[config.mk]
export PLATFORM = sky130hd
export DESIGN_NAME = commit_trace_recorder
export DESIGN_NICKNAME = d
export VERILOG_FILES = /design/src/rtl/trace_pkg.sv /design/src/rtl/commit_trace_recorder_if.sv /design/src/rtl/trace_fifo.sv /design/src/rtl/commit_trace_recorder.sv
export SDC_FILE = /design/constraint.sdc
export NUM_CORES = 2
export LEC_CHECK = 0
export CORE_ASPECT_RATIO = 0.6
export CORE_UTILIZATION = 30
export DETAILED_ROUTE_END_ITERATION = 6
export PLACE_DENSITY_LB_ADDON = 0.3
export RECOVER_POWER = 25
export SYNTH_ARGS = -nofsm -noshare
export SYNTH_HDL_FRONTEND = slang
export SYNTH_SLANG_ARGS = --single-unit
[constraint.sdc]
create_clock -name i_CLK -period 32 [get_ports i_CLK]
set_input_delay 6.4 -clock i_CLK [delete_from_list [all_inputs] [get_ports i_CLK]]
set_output_delay 6.4 -clock i_CLK [all_outputs]
set_load 0.05 [all_outputs]
[src/rtl/trace_pkg.sv]
// +--------------------------------------------------------------------+
// | trace_pkg -- flag bit indices, recorder states, record width        |
// | Rev 1.0                                                            |
// +--------------------------------------------------------------------+
`default_nettype none

package trace_pkg;

  localparam int FLAG_REG  = 0;
  localparam int FLAG_MEM  = 1;
  localparam int FLAG_OVFL = 2;
  localparam int FLAG_HALT = 3;
  localparam int FLAG_W    = 4;

  typedef enum logic [1:0] {
    ST_IDLE = 2'd0,
    ST_RUN  = 2'd1,
    ST_STOP = 2'd2
  } state_e;

  // Record layout: {cycle, flags, reg_addr, reg_data, mem_addr, mem_data}
  function automatic int rec_width(input int cyc_w, input int reg_aw, input int data_w);
    return cyc_w + FLAG_W + reg_aw + 3 * data_w;
  endfunction

endpackage

`default_nettype wire

[src/rtl/commit_trace_recorder_if.sv]
// +--------------------------------------------------------------------+
// | commit_trace_recorder_if -- valid/ready record stream bundle        |
// | Rev 1.0                                                            |
// +--------------------------------------------------------------------+
`default_nettype none

interface commit_trace_recorder_if #(
  parameter int W = 8
);
  logic         valid;
  logic         ready;
  logic [W-1:0] data;

  modport master (output valid, output data, input ready);
  modport slave  (input valid, input data, output ready);
endinterface

`default_nettype wire

[src/rtl/trace_fifo.sv]
// +--------------------------------------------------------------------+
// | trace_fifo -- DEPTH-entry record FIFO with registered stream output |
// | Rev 1.0                                                            |
// +--------------------------------------------------------------------+
`default_nettype none

module trace_fifo #(
  parameter int W     = 8,
  parameter int DEPTH = 16
) (
  input  wire logic                     i_CLK,
  input  wire logic                     i_RST,
  input  wire logic                     i_push,
  input  wire logic [W-1:0]             i_data,
  commit_trace_recorder_if.master       m_out,
  output logic                          o_full,
  output logic                          o_empty,
  output logic [$clog2(DEPTH):0]        o_level
);

  localparam int AW = $clog2(DEPTH);

  logic [W-1:0]  mem_q [DEPTH];
  logic [AW-1:0] wr_ptr_q, wr_ptr_d;
  logic [AW-1:0] rd_ptr_q, rd_ptr_d;
  logic [AW:0]   count_q, count_d;
  logic          do_push;
  logic          do_pop;

  always_comb begin
    o_full   = (count_q == (AW+1)'(DEPTH));
    o_empty  = (count_q == '0);
    do_pop   = !o_empty && m_out.ready;
    // A full FIFO still takes a push when the head leaves on the same edge
    do_push  = i_push && (!o_full || do_pop);
    wr_ptr_d = do_push ? wr_ptr_q + AW'(1) : wr_ptr_q;
    rd_ptr_d = do_pop  ? rd_ptr_q + AW'(1) : rd_ptr_q;
    count_d  = count_q;
    case ({do_push, do_pop})
      2'b10:   count_d = count_q + (AW+1)'(1);
      2'b01:   count_d = count_q - (AW+1)'(1);
      default: count_d = count_q;
    endcase
  end

  always_ff @(posedge i_CLK or negedge i_RST) begin
    if (!i_RST) begin
      wr_ptr_q <= '0;
      rd_ptr_q <= '0;
      count_q  <= '0;
    end else begin
      wr_ptr_q <= wr_ptr_d;
      rd_ptr_q <= rd_ptr_d;
      count_q  <= count_d;
    end
  end

  always_ff @(posedge i_CLK) begin
    if (do_push) begin
      mem_q[wr_ptr_q] <= i_data;
    end
  end

  assign o_level     = count_q;
  assign m_out.valid = !o_empty;
  assign m_out.data  = o_empty ? '0 : mem_q[rd_ptr_q];

endmodule

`default_nettype wire

[src/rtl/commit_trace_recorder.sv]
// +--------------------------------------------------------------------+
// | commit_trace_recorder -- stamps commit events into a trace stream   |
// | Rev 1.0                                                            |
// +--------------------------------------------------------------------+
`default_nettype none

module commit_trace_recorder
  import trace_pkg::*;
#(
  parameter int DATA_W = 32,
  parameter int REG_AW = 5,
  parameter int DEPTH  = 16,
  parameter int CYC_W  = 32
) (
  input  wire logic                  i_CLK,
  input  wire logic                  i_RST,
  input  wire logic                  i_En,
  input  wire logic                  i_RegWr,
  input  wire logic [REG_AW-1:0]     i_RegWrAddr,
  input  wire logic [DATA_W-1:0]     i_RegWrData,
  input  wire logic                  i_DMemWr,
  input  wire logic [DATA_W-1:0]     i_DMemAddr,
  input  wire logic [DATA_W-1:0]     i_DMemData,
  input  wire logic                  i_Ovfl,
  input  wire logic                  i_Halt,
  output logic                       o_Valid,
  input  wire logic                  i_Ready,
  output logic [CYC_W-1:0]           o_Cycle,
  output logic [3:0]                 o_Flags,
  output logic [REG_AW-1:0]          o_RegAddr,
  output logic [DATA_W-1:0]          o_RegData,
  output logic [DATA_W-1:0]          o_MemAddr,
  output logic [DATA_W-1:0]          o_MemData,
  output logic [$clog2(DEPTH):0]     o_Level,
  output logic [15:0]                o_Drops,
  output logic                       o_DropFlag,
  output logic                       o_Done
);

  localparam int REC_W = rec_width(CYC_W, REG_AW, DATA_W);

  state_e           state_q, state_d;
  logic [CYC_W-1:0] cycle_q, cycle_d;
  logic [15:0]      drops_q, drops_d;
  logic             drop_flag_q, drop_flag_d;
  logic [FLAG_W-1:0] flags;
  logic [REC_W-1:0] rec;
  logic             evt;
  logic             fifo_full;
  logic             fifo_empty;

  commit_trace_recorder_if #(.W(REC_W)) rec_if ();

  always_comb begin
    state_d     = state_q;
    cycle_d     = cycle_q;
    drops_d     = drops_q;
    drop_flag_d = drop_flag_q;
    flags            = '0;
    flags[FLAG_REG]  = i_RegWr;
    flags[FLAG_MEM]  = i_DMemWr;
    flags[FLAG_OVFL] = i_Ovfl;
    flags[FLAG_HALT] = i_Halt;
    evt = (state_q == ST_RUN) && (|flags);
    rec = {cycle_q, flags,
           {REG_AW{i_RegWr}} & i_RegWrAddr, {DATA_W{i_RegWr}} & i_RegWrData,
           {DATA_W{i_DMemWr}} & i_DMemAddr, {DATA_W{i_DMemWr}} & i_DMemData};

    case (state_q)
      ST_IDLE: begin
        cycle_d = '0;
        if (i_En) state_d = ST_RUN;
      end
      ST_RUN: begin
        cycle_d = cycle_q + CYC_W'(1);
        if (i_Halt) state_d = ST_STOP;
      end
      ST_STOP: state_d = ST_STOP;
      default: state_d = ST_IDLE;
    endcase

    if (evt && fifo_full && !(rec_if.valid && i_Ready)) begin
      drop_flag_d = 1'b1;
      if (drops_q != 16'hFFFF) drops_d = drops_q + 16'd1;
    end
  end

  always_ff @(posedge i_CLK or negedge i_RST) begin
    if (!i_RST) begin
      state_q     <= ST_IDLE;
      cycle_q     <= '0;
      drops_q     <= '0;
      drop_flag_q <= 1'b0;
    end else begin
      state_q     <= state_d;
      cycle_q     <= cycle_d;
      drops_q     <= drops_d;
      drop_flag_q <= drop_flag_d;
    end
  end

  assign rec_if.ready = i_Ready;

  trace_fifo #(
    .W     (REC_W),
    .DEPTH (DEPTH)
  ) u_fifo (
    .i_CLK   (i_CLK),
    .i_RST   (i_RST),
    .i_push  (evt),
    .i_data  (rec),
    .m_out   (rec_if),
    .o_full  (fifo_full),
    .o_empty (fifo_empty),
    .o_level (o_Level)
  );

  assign o_Valid = rec_if.valid;
  assign {o_Cycle, o_Flags, o_RegAddr, o_RegData, o_MemAddr, o_MemData} = rec_if.data;
  assign o_Drops    = drops_q;
  assign o_DropFlag = drop_flag_q;
  assign o_Done     = (state_q == ST_STOP) && fifo_empty;

endmodule

`default_nettype wire

==> results.ini <==
[route]
drtAntennaViolNets=0
wl_per_cell_um=26.9
first_pass_iters=7
via_per_inst=4.93
vias=40500
drc=0
finalWirelength_mm=220
drt_iter0_drc=3823

[power_and_ir_drop]
leakage_uw=0.0327
power.total_uw=9010
ir_worst_vdd_v=0.0000726
p_per_area_nw_per_um2=89.1

[floorplan]
die-area_sq_um=292000
die_x_um=697
die_height_um=419
num_io_pins=270
start_util_pct=30.3
rows=152
placeableCoreArea_sq_um=287000

[min_path]
hold_class=reg -> reg

[synth]
syn_area_sq_um=86800
synth_cell_type_count=49
synth_nets=3929
synth_common_cells=2192 x edfxtp_1, 548 x mux4_2, 297 x mux2i_1
syn_area_per_cell_sq_um=22.8
synthCells=3806
ys_async_sr_fraction_pct=2.84
ys_seq_area_share_pct=77.6
ys_seq_elements=2256
synth-warning-count=0
synth_top_area_share_pct=75.8
synth_top_area_cell=edfxtp_1
post-synth-top-count-cell=edfxtp_1
synth-edff-count=2192
synthTopCellsByArea=edfxtp_1 76%, mux4_2 14%, mux2i_1 3.4%
synth_flop_cell=edfxtp_1

[clock_network]
clk_pin_slew_ns=0.06
clock_path_buffers=4
post_cts_buffers=0
cts.sinks=2256
hold_buffers=0
htreeDepth=4
insertion_delay_ns=0.86
cts_tree=done
cts-root-buf=clkbuf_16
numCtsBuffers=218
cts_resized=0

[run]
maxCapViolCount=3

[placement]
place_hpwl_mm=108
globalplace.congestion=0.691
portBuffers=269
place_ws_ns=19.37

[worst_setup_path]
required_ns=25.60
slowest_delay_ns=1.00
critical_path.cell_chain=buf_4 > buf_4 > buf_4 > buf_4 > mux4_2 > mux2i_1 > o22ai_1 > clkdlybuf4s50_1
arrival_ns=6.76
start_kind=flip-flop
cp-end-kind=output pin
cp_max_fo=43
critical_path_class=reg -> out
crit_top_cell=buf_4
slowest_stage=dfrtp_4

[cells_and_area]
drive_above_1_share_pct=22.4
seq_area_sq_um=67400
nFillCells=26300
area_growth_syn_to_layout_pct=16.5
utilization_pct=35.2
multiInputGateArea_sq_um=18600
final_nets=4297

[timing]
period_needed_ns=13.16
slew_violations=169
max_slew.worst_pin.slew_ns=4.25
setup_viol=0
period_share_pct=41.1
skew_ns=0.0802
grt_setup_unrepaired=false
layout_setup_ws_ns=18.84
final_hold_viol_count=0
fmax_mhz=76.0
timing.setup.tns_ns=0
max_slew_margin_pct=-183

[global_route]
overflow=0
grt_usage_pct=14.8
grt_max_degree=148
antenna_found_initial=8
grt_pass1_vias=41900
grt_pass1_wl_mm=313

[run_status]
failed_checks=capacitance limit, slew limit
outcome=complete, but fails checks

## registers in the layout, summed over array words and instances (netlist names)
| signal | cells |
|---|---|
| u_fifo.rd_ptr_q | 4 |
| u_fifo.mem_q | 2192 |
| o_Drops | 16 |
| state_q | 2 |
| cycle_q | 32 |
| u_fifo.o_level | 5 |
| o_DropFlag | 1 |
| u_fifo.wr_ptr_q | 4 |
## worst max-delay path: cells and delay by family, from the launching register on
kind                   cells  cell delay, ns
DFF                        1            1.00
AOI/OAI and AO/OA          1            0.14
muxes                      2            0.80
buffers and inverters      5            3.79
## layout make-up
class | count | share of cell area (%)
Sequential cell | 2256 | 66.7
Multi-Input combinational cell | 1331 | 18.4
Clock buffer | 266 | 5.66
Tap cell | 3850 | 4.76
Timing Repair Buffer | 356 | 3.41
Clock inverter | 126 | 1.07
Inverter | 11 | 0.0408
Antenna cell | 5 | 0.0124
## path summary, 6_finish.rpt
kind                                                        to  slack (ns)  depth (start not counted)                            from
worst max register to register  u_fifo.mem_q[12][39]$_DFFE_PP_       27.13                          9          state_q[1]$_DFFE_PN0P_
worst min register to register          o_DropFlag$_DFFE_PN0P_        0.47                          1          o_DropFlag$_DFFE_PN0P_
min in group asynchronous              cycle_q[27]$_DFFE_PN0P_        7.05                          1                           i_RST
max in group asynchronous       u_fifo.rd_ptr_q[1]$_DFFE_PN0P_       21.98                          1                           i_RST
worst max-delay path                              o_MemAddr[2]       18.84                          8  u_fifo.rd_ptr_q[0]$_DFFE_PN0P_
worst min-delay path                    o_DropFlag$_DFFE_PN0P_        0.47                          1          o_DropFlag$_DFFE_PN0P_
## metrics by stage
| stage | std cells | cell area [sq um] | hold slack [ns] |
|---|---|---|---|
| after floorplan | 3806 | 86800 | 0.458 |
| after CTS | 8196 | 101000 | 0.479 |
| after detailed placement | 7804 | 94300 | 0.460 |
| after global routing | 8198 | 101000 | 0.504 |
| final | 8201 | 101000 | 0.472 |
| after global placement | 7804 | 94300 | 0.458 |
## layer usage
metal  vias to the layer above  share of wire [%]  track usage [%]
li1                      16900                  -                -
met1                     22200                 47             22.2
met2                      1161                 46             22.9
met3                       261                5.6             2.43
met4                         4                1.7             2.88
met5                         -              0.013                0
## power breakdown
part           leakage (uW)  internal [uW]  total (uW)  switching (uW)
Combinational       0.00784           1170        3040            1870
Clock               0.00331           1400        2510            1120
Sequential           0.0215           3380        3450            75.7
Total                0.0327           5940        9010            3070
## cell families after synthesis
family                   count (synthesis)  synth area share [%]
multiplexers                           853                  17.7
flip-flops                            2256                  77.6
AND/OR/NAND/NOR                        258                  1.65
buffers and inverters                  219                  1.13
AO/OA/AOI/OAI                          180                  1.36
adder cells (fa/ha/maj)                 14                 0.210
XOR/XNOR                                26                 0.262
## cell usage in the layout, fill, tap and decap left out, types with 9 or more instances in the layout
master              n
o22ai_1           137
clkbuf_16         221
clkbuf_1           49
ha_1               13
clkinvlp_4         11
inv_1              11
edfxtp_1         2192
clkdlybuf4s50_1   263
clkinv_1           48
buf_12             11
nor2_4             12
a211oi_1            9
dfrtp_1            61
clkinv_2           36
nand4_1            16
nand3_1            27
and2_0             34
mux4_2            548
buf_4              73
nand2_1            52
and2_1             69
xor2_1             15
nand2b_1           10
xnor2_1            11
o21ai_0             9
mux2i_1           297
bufinv_16          16
(Power assumes the default switching activity.)
